==> src/rtl/truth_table_monitor.sv <==
// Response monitor for exhaustive 3-input sweeps: samples f once per settled x/y/z vector.
// Optional first-failure capture ports are enabled by defining TTM_FIRST_FAIL_EN.
module truth_table_monitor #(
    parameter logic [7:0]  EXP_TABLE = 8'b0000_0000,
    parameter int unsigned SETTLE    = 4
) (
    input  logic       clk,
    input  logic       rst_n,
    input  logic       clear,
    input  logic       x,
    input  logic       y,
    input  logic       z,
    input  logic       f,
    output logic [7:0] table_out,
    output logic [7:0] seen,
    output logic       sample,
    output logic       mismatch,
    output logic       conflict,
    output logic [3:0] err_count,
    output logic       done,
    output logic       pass
`ifdef TTM_FIRST_FAIL_EN
    ,
    output logic       first_fail_vld,
    output logic [2:0] first_fail_idx
`endif
);

    localparam logic [3:0] SETTLE_MAX = 4'(SETTLE);
    localparam logic [3:0] SAMPLE_AT  = 4'(SETTLE - 1);

    logic [2:0] vec;
    logic [2:0] vec_q;
    logic [3:0] stab_cnt;
    logic [3:0] stab_cnt_nxt;
    logic       stable;
    logic       fire;
    logic       f_bad;
    logic [7:0] table_nxt;
    logic [7:0] seen_nxt;
    logic       conflict_nxt;
    logic [3:0] err_nxt;

    assign vec    = {x, y, z};
    assign stable = (vec == vec_q);
    // Exactly one sample per stable period: the counter saturates past SAMPLE_AT.
    assign fire   = stable && (stab_cnt == SAMPLE_AT);
    assign f_bad  = (f != EXP_TABLE[vec]);

    always_comb begin
        stab_cnt_nxt = 4'd0;
        if (stable) begin
            if (stab_cnt >= SETTLE_MAX)
                stab_cnt_nxt = stab_cnt;
            else
                stab_cnt_nxt = stab_cnt + 4'd1;
        end
    end

    always_comb begin
        table_nxt    = table_out;
        seen_nxt     = seen;
        conflict_nxt = conflict;
        err_nxt      = err_count;
        if (fire) begin
            if (!seen[vec]) begin
                table_nxt[vec] = f;
                seen_nxt[vec]  = 1'b1;
            end else if (table_out[vec] != f) begin
                conflict_nxt = 1'b1;
            end
            if (f_bad && (err_count != 4'hF))
                err_nxt = err_count + 4'd1;
        end
    end

    // Synchronous clear mirrors reset and wins over a coincident sample.
    always_ff @(posedge clk or negedge rst_n) begin
        if (!rst_n) begin
            vec_q     <= 3'd0;
            stab_cnt  <= 4'd0;
            table_out <= 8'd0;
            seen      <= 8'd0;
            sample    <= 1'b0;
            mismatch  <= 1'b0;
            conflict  <= 1'b0;
            err_count <= 4'd0;
        end else if (clear) begin
            vec_q     <= 3'd0;
            stab_cnt  <= 4'd0;
            table_out <= 8'd0;
            seen      <= 8'd0;
            sample    <= 1'b0;
            mismatch  <= 1'b0;
            conflict  <= 1'b0;
            err_count <= 4'd0;
        end else begin
            vec_q     <= vec;
            stab_cnt  <= stab_cnt_nxt;
            table_out <= table_nxt;
            seen      <= seen_nxt;
            sample    <= fire;
            mismatch  <= fire && f_bad;
            conflict  <= conflict_nxt;
            err_count <= err_nxt;
        end
    end

    assign done = (seen == 8'hFF);
    assign pass = done && !conflict && (err_count == 4'd0);

`ifdef TTM_FIRST_FAIL_EN
    always_ff @(posedge clk or negedge rst_n) begin
        if (!rst_n) begin
            first_fail_vld <= 1'b0;
            first_fail_idx <= 3'd0;
        end else if (clear) begin
            first_fail_vld <= 1'b0;
            first_fail_idx <= 3'd0;
        end else if (fire && f_bad && !first_fail_vld) begin
            first_fail_vld <= 1'b1;
            first_fail_idx <= vec;
        end
    end
`endif

endmodule

==> config.mk <==
export PLATFORM = sky130hd
export DESIGN_NAME = truth_table_monitor
export DESIGN_NICKNAME = d
export VERILOG_FILES = /design/src/rtl/truth_table_monitor.sv
export SDC_FILE = /design/constraint.sdc
export NUM_CORES = 1
export LEC_CHECK = 0
export ABC_AREA = 1
export CORE_ASPECT_RATIO = 0.8
export CORE_MARGIN = 3
export CORE_UTILIZATION = 38
export CTS_CLUSTER_SIZE = 24
export DETAILED_ROUTE_END_ITERATION = 10
export DONT_BUFFER_PORTS = 1
export PLACE_DENSITY = 0.49
export RECOVER_POWER = 25
export SLEW_MARGIN = 20
export SYNTH_ARGS = -nofsm -noshare
export SYNTH_HDL_FRONTEND = slang
export SYNTH_SLANG_ARGS = --single-unit
export TNS_END_PERCENT = 10
==> constraint.sdc <==
create_clock -name clk -period 4.15 [get_ports clk]
set_clock_uncertainty 0.05 [all_clocks]
set_input_delay 0.83 -clock clk [delete_from_list [all_inputs] [get_ports clk]]
set_output_delay 0.83 -clock clk [all_outputs]
set_load 0.1 [all_outputs]
==> flow_metrics.py <==
metrics = {
    "floorplanning": {
        "core_um2": 4310,
        "dieArea_um2": 5470,
        "die_height_um": 66.8,
        "start_util": 0.407,
        "ios": 32,
        "rows": 21,
        "dieWidth_um": 81.9,
    },
    "placed_design": {
        "placed_area_um2": 1880,
        "gp_congestion": 0.781,
        "dp.final_hpwl_mm": 2.96,
        "pre_cts_slack_ps": 1700,
        "dp_cells": 289,
        "port-buffer-count": 0,
    },
    "critical_path": {
        "r2r_end": "err_count[3]",
        "cp_num_cells": 4,
        "worst-path-buf-inv": 2,
        "rr_worst_depth": 5,
        "endpoint_kind": "primary output",
        "crit_fanout": 4,
        "critPathLaunchType": "flop",
        "cpPeakStageDelay_ps": 750,
        "r2r_slack_ps": 2160,
        "cp.required_ps": 3270,
        "startpoint": "err_count[2]",
        "cp.arrival_ps": 1850,
        "reg2reg_from": "err_count[2]",
        "cpMaxStageDelayCell": "dfrtp_1",
        "worstPathCellList": "inv_1 -> nand4_1 -> nor3_2 -> clkbuf_16",
        "critPathKind": "reg -> out",
        "crit_family": "flip-flops",
        "crit_end": "pass",
    },
    "sta": {
        "finalSetupViolCount": 0,
        "fmax_mhz": 367,
        "finalSetupTns_ps": 0,
        "slew_headroom": 0.369,
        "setup_ws_ps": 1420,
        "hold_ws_ps": 186,
        "worst_pin_slew_ps": 946,
        "finalHoldViolCount": 0,
        "period_needed_ps": 2730,
        "rsz0062_at_grt": "false",
        "min_period_over_period": 0.657,
        "finalMaxSlewViolations": 0,
    },
    "yosys": {
        "synth_seq_cells": 30,
        "synth_cell_types": 28,
        "syn_area_um2": 1750,
        "yosysSeqAreaShare": 0.428,
        "synthTopCellsByArea": "dfrtp_1 43%, nand2_1 13%, o21ai_0 5.4%",
        "yosys.area.top_type": "dfrtp_1",
        "synth_commonest_cells": "61 x nand2_1, 30 x dfrtp_1, 24 x inv_1",
        "synth_cells": 229,
        "syn_nets": 239,
        "synth_top_area_frac": 0.428,
        "avgSynthCellArea_um2": 7.65,
        "ys_warn_count": 0,
        "ys.flop_type": "dfrtp_1",
        "yosysMostFrequentCell": "nand2_1",
        "synth-edff-count": 0,
        "synthArstFlopShare": 1.00,
    },
    "clocking": {
        "cts_resized": 0,
        "postCtsHoldBufs": 0,
        "cts_tree": "done",
        "clk_pin_slew_ps": 70,
        "post_cts_buffers": 0,
        "cts.sinks": 30,
        "h-tree-depth": 2,
        "root_buffer": "clkbuf_8",
        "clockBufferDepth": 2,
        "clkLatencyLatePin_ps": 280,
        "cts_inserted_buffers": 5,
    },
    "detailed_routing": {
        "dr_wl_met2_mm": 1.82,
        "wire_per_inst_um": 13.8,
        "wl_met3_um": 312,
        "wirelength_met1_mm": 1.89,
        "drtIter0Drc": 55,
        "firstDrtPassIters": 4,
        "wl_mm": 4.09,
        "top_layer_used": "met4",
        "drc": 0,
        "ant_nets": 0,
        "viasPerCell": 5.03,
        "vias": 1493,
    },
    "grt": {
        "antenna_found_initial": 0,
        "first_global_vias": 1511,
        "grt_overflow": 0,
        "grtUsageTotal": 0.175,
        "grt_max_degree": 31,
        "grt_pass1_wl_mm": 7.14,
    },
    "finish": {
        "final_cell_count_no_fill": 297,
        "fillers": 450,
        "drive_gt1_frac": 0.221,
        "fin_nets": 249,
        "fin_area_um2": 1970,
        "diodes": 0,
        "syn_to_final_growth_pct": 12.6,
    },
    "pwr": {
        "p_leak_nw": 0.943,
        "power_density_nw_per_um2": 329,
        "ir_drop_mv": 0.149,
    },
    "outcome": {
        "status": "finished clean",
    },
    "min_path": {
        "hold_class": "in -> async",
    },
    "flow_run": {
        "cap_viol_max_count": 0,
    },
}
[power by group]
| group | internal [W] | switching [W] | total, W |
|---|---|---|---|
| Clock | 0.000134 | 0.000111 | 0.000245 |
| Combinational | 0.0000212 | 0.0000590 | 0.0000802 |
| Sequential | 0.000299 | 0.0000239 | 0.000323 |
[state kept, by name (all words and copies together), names as in the netlist]
| register | count |
|---|---|
| stab_cnt | 4 |
| mismatch | 1 |
| vec_q | 3 |
| err_count | 4 |
| conflict | 1 |
| table_out | 8 |
| seen | 8 |
| sample | 1 |
[metrics by stage]
step	power, W	utilization
2_1_floorplan	0.000405	-
3_3_place_gp	0.000408	0.437
3_5_place_dp	0.000409	0.437
4_1_cts	0.000656	0.458
5_1_grt	0.000679	0.458
6_report	0.000648	0.458
[layout make-up]
class | count | area (um^2) | area share
Multi-Input combinational cell | 161 | 837 | 0.424
Clock inverter | 1 | 5.00 | 0.00254
Sequential cell | 30 | 751 | 0.380
Timing Repair Buffer | 13 | 115 | 0.0583
Tap cell | 57 | 71.3 | 0.0361
Clock buffer | 7 | 86.3 | 0.0438
Inverter | 28 | 108 | 0.0545
[cells by family after synthesis]
group	count (synthesis)	share of synthesized area
DFF	30	0.428
adders and majority gates	3	0.0214
xor gates and xnor gates	3	0.0193
buffers and inverters	38	0.0985
AOI/OAI and AO/OA	35	0.123
and+or+nand+nor	120	0.309
[routing by layer]
layer | vias up | GRT usage
met3 | 9 | 0.0608
li1 | 741 | -
met1 | 699 | 0.227
met4 | 0 | 0.0768
met5 | - | 0
met2 | 44 | 0.260
[worst min path at each step]
| stage | endpoint | slack (ps) | start |
|---|---|---|---|
| after global routing | stab_cnt[0] | 170 | rst_n |
| after global placement | stab_cnt[3] | 450 | stab_cnt[3] |
| after floorplan | stab_cnt[3] | 420 | stab_cnt[3] |
| final | stab_cnt[0] | 190 | rst_n |
| after detailed placement | stab_cnt[3] | 470 | stab_cnt[3] |
| after CTS | table_out[1] | 180 | rst_n |
[cells in the final DEF, fill, tap and decap left out, types with 2 or more instances in the layout]
cell type	instances
a21oi_1	3
a21oi_2	8
buf_4	12
clkbuf_8	6
dfrtp_1	30
ha_1	3
inv_1	24
inv_2	3
nand2_1	61
nand2_2	13
nand3_1	16
nand4_1	3
nor2_1	21
o21ai_0	19
o21ai_2	2
xor2_1	2
Note: power is estimated with default switching activity, not from simulation.
